===== config.mk =====
export PLATFORM = sky130hd
export DESIGN_NAME = ifu_fetch_queue
export DESIGN_NICKNAME = d
export VERILOG_FILES = /design/src/rtl/ifu_fetch_queue.sv
export SDC_FILE = /design/constraint.sdc
export NUM_CORES = 1
export LEC_CHECK = 0
export ABC_AREA = 1
export ABC_CLOCK_PERIOD_IN_PS = 29900
export BUFFER_PORTS_ARGS = -buffer_cell sky130_fd_sc_hd__clkbuf_2
export CORE_ASPECT_RATIO = 1.5
export CORE_UTILIZATION = 55
export CTS_CLUSTER_SIZE = 14
export DETAILED_ROUTE_END_ITERATION = 10
export GPL_ROUTABILITY_DRIVEN = 0
export PLACE_DENSITY_LB_ADDON = 0.2
export SLEW_MARGIN = 10
export SYNTH_ARGS = -nofsm -noshare
export SYNTH_HDL_FRONTEND = slang
export SYNTH_SLANG_ARGS = --single-unit

===== constraint.sdc =====
create_clock -name clk_i -period 29.9 [get_ports clk_i]
set_input_delay 0 -clock clk_i [delete_from_list [all_inputs] [get_ports clk_i]]
set_output_delay 0 -clock clk_i [all_outputs]
set_load 0.05 [all_outputs]

===== src/rtl/ifu_fetch_queue.sv =====
// ifu_fetch_queue: fetch-group FIFO between the IFU fetch/ICache output and decode.
// Each entry is one whole group: PC, instruction slots, slot mask, prediction.
// Optional feature macro: IFU_FETCHQ_BYPASS_EN
//   When defined, an empty queue forwards an offered (non-zero-mask) group
//   straight to the dequeue side in the same cycle.
module ifu_fetch_queue #(
    parameter int DEPTH           = 8,
    parameter int INSTR_PER_FETCH = 4,
    parameter int ILEN            = 32,
    parameter int XLEN            = 32
) (
    input  logic                              clk_i,
    input  logic                              rst_ni,
    input  logic                              flush_i,
    input  logic                              enq_valid_i,
    output logic                              enq_ready_o,
    input  logic [XLEN-1:0]                   enq_pc_i,
    input  logic [INSTR_PER_FETCH*ILEN-1:0]   enq_instr_i,
    input  logic [INSTR_PER_FETCH-1:0]        enq_mask_i,
    input  logic                              enq_pred_taken_i,
    input  logic [XLEN-1:0]                   enq_pred_target_i,
    output logic                              deq_valid_o,
    input  logic                              deq_ready_i,
    output logic [XLEN-1:0]                   deq_pc_o,
    output logic [INSTR_PER_FETCH*ILEN-1:0]   deq_instr_o,
    output logic [INSTR_PER_FETCH-1:0]        deq_mask_o,
    output logic                              deq_pred_taken_o,
    output logic [XLEN-1:0]                   deq_pred_target_o,
    output logic [$clog2(DEPTH+1)-1:0]        count_o
);

    localparam int PW = $clog2(DEPTH);
    localparam int CW = $clog2(DEPTH+1);
    localparam int IW = INSTR_PER_FETCH * ILEN;

    if (DEPTH < 2 || (DEPTH & (DEPTH - 1)) != 0) begin : g_depth_check
        $error("ifu_fetch_queue: DEPTH must be a power of two and at least 2");
    end

    // Group storage (not reset; outputs are gated while nothing is valid)
    logic [XLEN-1:0]            r_mem_pc     [DEPTH];
    logic [IW-1:0]              r_mem_instr  [DEPTH];
    logic [INSTR_PER_FETCH-1:0] r_mem_mask   [DEPTH];
    logic                       r_mem_taken  [DEPTH];
    logic [XLEN-1:0]            r_mem_target [DEPTH];

    logic [PW-1:0] r_rd_ptr;
    logic [PW-1:0] r_wr_ptr;
    logic [CW-1:0] r_count;

    logic w_full;
    logic w_empty;
    logic w_enq_fire;
    logic w_deq_fire;
    logic w_q_valid;
    logic w_bypass;
    logic w_write;
    logic w_read;

    assign w_full  = (r_count == CW'(DEPTH));
    assign w_empty = (r_count == '0);

    // Ready depends only on registered occupancy, never on deq_ready_i
    assign enq_ready_o = !w_full;
    assign count_o     = r_count;

    assign w_enq_fire = enq_valid_i & enq_ready_o & !flush_i;
    assign w_q_valid  = !w_empty & !flush_i;

`ifdef IFU_FETCHQ_BYPASS_EN
    assign w_bypass = w_empty & !flush_i & enq_valid_i & (|enq_mask_i);
`else
    assign w_bypass = 1'b0;
`endif

    assign deq_valid_o = w_q_valid | w_bypass;
    assign w_deq_fire  = deq_valid_o & deq_ready_i;

    // A bypassed group that decode takes immediately never touches storage;
    // zero-mask groups complete the handshake but are dropped.
    assign w_write = w_enq_fire & (|enq_mask_i) & !(w_bypass & deq_ready_i);
    assign w_read  = w_deq_fire & !w_empty;

    // Write the offered group into the tail slot
    always_ff @(posedge clk_i) begin
        if (w_write) begin
            r_mem_pc[r_wr_ptr]     <= enq_pc_i;
            r_mem_instr[r_wr_ptr]  <= enq_instr_i;
            r_mem_mask[r_wr_ptr]   <= enq_mask_i;
            r_mem_taken[r_wr_ptr]  <= enq_pred_taken_i;
            r_mem_target[r_wr_ptr] <= enq_pred_target_i;
        end
    end

    // Pointer and occupancy tracking; flush returns everything to the origin
    always_ff @(posedge clk_i or negedge rst_ni) begin
        if (!rst_ni) begin
            r_rd_ptr <= '0;
            r_wr_ptr <= '0;
            r_count  <= '0;
        end else if (flush_i) begin
            r_rd_ptr <= '0;
            r_wr_ptr <= '0;
            r_count  <= '0;
        end else begin
            if (w_write) r_wr_ptr <= r_wr_ptr + PW'(1);
            if (w_read)  r_rd_ptr <= r_rd_ptr + PW'(1);
            r_count <= r_count + CW'(w_write) - CW'(w_read);
        end
    end

    // Head data mux: bypass source, storage head, or zero when nothing is valid
    always_comb begin
        deq_pc_o          = '0;
        deq_instr_o       = '0;
        deq_mask_o        = '0;
        deq_pred_taken_o  = 1'b0;
        deq_pred_target_o = '0;
        if (w_bypass) begin
            deq_pc_o          = enq_pc_i;
            deq_instr_o       = enq_instr_i;
            deq_mask_o        = enq_mask_i;
            deq_pred_taken_o  = enq_pred_taken_i;
            deq_pred_target_o = enq_pred_target_i;
        end else if (w_q_valid) begin
            deq_pc_o          = r_mem_pc[r_rd_ptr];
            deq_instr_o       = r_mem_instr[r_rd_ptr];
            deq_mask_o        = r_mem_mask[r_rd_ptr];
            deq_pred_taken_o  = r_mem_taken[r_rd_ptr];
            deq_pred_target_o = r_mem_target[r_rd_ptr];
        end
    end

endmodule


==> flow_summary_export.csv <==
group,metric,value,unit
logic_synthesis,yosysMostFrequentCell,"nand2_1",
logic_synthesis,post_synth_num_cell_types,20,
floorplanning,start_util,55.3,%
logic_synthesis,synth_common_cells,"1984 x nand2_1, 1590 x inv_1, 1576 x edfxtp_1",
logic_synthesis,async_flop_share,0.631,%
critical_path,cp.arrival,5.91,ns
critical_path,worstPathMaxFanout,129,
sta,grt_setup_unrepaired,"false",
logic_synthesis,yosysTopAreaCellShare,68.3,%
logic_synthesis,avgSynthCellArea,10.0,um2
route,wl_per_cell,17.9,um
clock_network,worstSkewPairLatency,0.76,ns
sta,max_freq,169,MHz
floorplanning,die_area,127000,um2
power,vdd_drop_max,0.0000663,V
power,power_density,78.3,nW/um2
power,total_power,6240,uW
route,num_vias,46900,
logic_synthesis,yosysWarnings,0,
global_route,use_met3,4.53,%
logic_synthesis,netlist_area,69300,um2
sta,fin_setup_tns,0,ns
clock_network,post_cts_buffers,0,
global_route,gr-max-usage-layer,"met2",
run_status,violations,"design-rule violations",
route,vias_per_cell,5.11,
place,io_buffers,404,
route,drtPass1Iterations,9,
sta,hold_viol_final,0,
power,clkPwrFrac,30.3,%
layout,syn_to_final_growth,15.0,%
power,power_frac_seq,41.1,%
logic_synthesis,netlist_top_cells_area,"edfxtp_1 68%, nand2_1 11%, inv_1 8.6%",
floorplanning,fp.coreArea,125000,um2
global_route,antenna_found_initial,27,
critical_path,critPathRequiredTime,29.90,ns
route,wirelength,164000,um
sta,drv_slew,0,
global_route,grtUsageMet1,31.2,%
global_route,track_usage,25.8,%
logic_synthesis,syn_inst,6916,
floorplanning,core.rowCount,159,
layout,fin_util,63.7,%
power,power_frac_comb,28.5,%
layout,fin_nets,7654,
critical_path,end_kind,"output pin",
power,p_leak,0.0356,uW
sta,worst_hold_slack,0.0640,ns
sta,finalSetupViolCount,0,
sta,fin_worst_skew,0.0197,ns
clock_network,cts-root-buf,"clkbuf_16",
critical_path,setup.worst_path.class,"reg2out",
logic_synthesis,synth_nets,7127,
global_route,grtUsageMet2,45.8,%
route,drc,4,
logic_synthesis,synth_edf_count,1576,
power,p_int,4050,uW
global_route,grt.overflow.total,0,
logic_synthesis,synth_seq_cells,1586,
clock_network,cts.sinks,1586,
clock_network,cts_tree,"built",
logic_synthesis,synth_flop_cell,"edfxtp_1",
sta,period_needed,5.91,ns
logic_synthesis,seq_area_frac_synth,68.7,%
layout,fillers,9620,
floorplanning,die_w,292,um
clock_network,cts_hold_buf,240,
layout,drive_gt1_share,9.05,%
power,power_switching,2190,uW
logic_synthesis,synth_top_cell_by_area,"edfxtp_1",
sta,worst_pin_slew,1.48,ns
global_route,grt_max_degree,221,
global_route,grt_pass1_wl,253000,um
clock_network,cts_max_path_buffers,3,
floorplanning,io-pin-count,405,
clock_network,h-tree-depth,4,
power,netSwitchingFraction,35.1,%
route,drt_iter0_markers,3512,
clock_network,clkTransAtPathRegs,0.06,ns
flow_run,cap_viol_max_count,0,
global_route,grt_pass1_vias,46300,
critical_path,crit_path_start_kind,"flip-flop",
sta,relSlewSlack,1.14,%
sta,post-route-period-util,19.8,%
clock_network,postCtsResizedCells,0,
place,dp_hpwl,85200,um
route,drtAntennaViolNets,0,
clock_network,cts_buffers,149,
min_path,hold_class,"in2reg",
run_status,outcome,"finished, violations left",
floorplanning,die_y,437,um
## power by group through the flow
stage	combinational, uW	clock [uW]	sequential, uW
6_report	1780	1890	2560
5_1_grt	1940	2010	2570
4_1_cts	1790	1920	2560
3_5_place_dp	1750	0	2610
3_3_place_gp	1730	0	2610
2_1_floorplan	1310	0	2620
## cell usage in the layout (no fill, tap or decap), types with 32 or more instances in the layout
cell           netlist  routed
clkinv_1             0      32
nand2_1           1984    1984
clkbuf_2             0     404
nor2_1             406     402
clkbuf_16            0     155
dlygate4sd3_1        0     240
edfxtp_1          1576    1576
nand3_1            996     996
inv_1             1590    1590
buf_4               19      56
## layer usage
layer	routed length, um	part of all wire, %
met5	131	0.080
met3	11000	6.7
met2	83700	51
met1	64600	39
met4	4670	2.8
## sequential cells by signal, summed over array words and instances, names as in the netlist
name / count
r_mem_instr: 1024
count_o: 4
r_mem_pc: 256
r_mem_target: 256
r_wr_ptr: 3
r_mem_mask: 32
r_rd_ptr: 3
r_mem_taken: 8
## worst paths after layout
| path | startpoint | end | depth (start not counted) | slack, ns |
|---|---|---|---|---|
| max | r_rd_ptr[1]$_DFFE_PN0P_ | deq_instr_o[73] | 9 | 23.99 |
| min | enq_instr_i[23] | r_mem_instr[6][23]$_DFFE_PP_ | 2 | 0.06 |
| max reg2reg | count_o[2]$_DFF_PN0_ | r_mem_instr[3][86]$_DFFE_PP_ | 9 | 24.42 |
| min reg2reg | r_wr_ptr[0]$_DFFE_PN0P_ | r_wr_ptr[0]$_DFFE_PN0P_ | 2 | 0.59 |
| max in group asynchronous | rst_ni | r_rd_ptr[1]$_DFFE_PN0P_ | 3 | 29.21 |
| min in group asynchronous | rst_ni | count_o[0]$_DFF_PN0_ | 3 | 0.28 |
## logic make-up after synthesis
logic type / Yosys count / synth area share [%]
AOI/OAI and AO/OA: 5 / 0.0361
xor gates and xnor gates: 3 / 0.0379
adders and majority gates: 9 / 0.173
buffers and inverters: 1921 / 10.9
DFF: 1586 / 68.7
and+or+nand+nor: 3392 / 20.2
## worst max-delay path: stages (launching register included)
cell      delay (ns)
dfrtp_4         0.80
inv_8           0.72
buf_4           0.92
buf_4           0.90
buf_4           0.66
nand3_1         0.15
nand3_1         0.09
nand2_1         0.06
nor2_1          0.36
clkbuf_2        0.36
## through the flow
stage	std cells	instance area [um2]	worst slack, ns
floorplan	6916	69300	13.85
global placement	8662	72300	24.55
detailed placement	8662	72300	24.40
CTS	9168	79600	23.82
global route	9182	79600	23.64
finish	9188	79700	23.99
## area by class of cell
type | count | area (um2) | area share [%]
multi-input cells | 3409 | 14200 | 17.8
inverters | 1593 | 6000 | 7.54
well taps | 1610 | 2010 | 2.53
repair buffers | 704 | 4920 | 6.18
clock buffers | 183 | 3980 | 5.00
flip-flops and latches | 1586 | 47600 | 59.7
clock inverters | 83 | 881 | 1.11
diodes | 20 | 50.0 | 0.0628
Note: power is estimated with default switching activity, not from simulation.
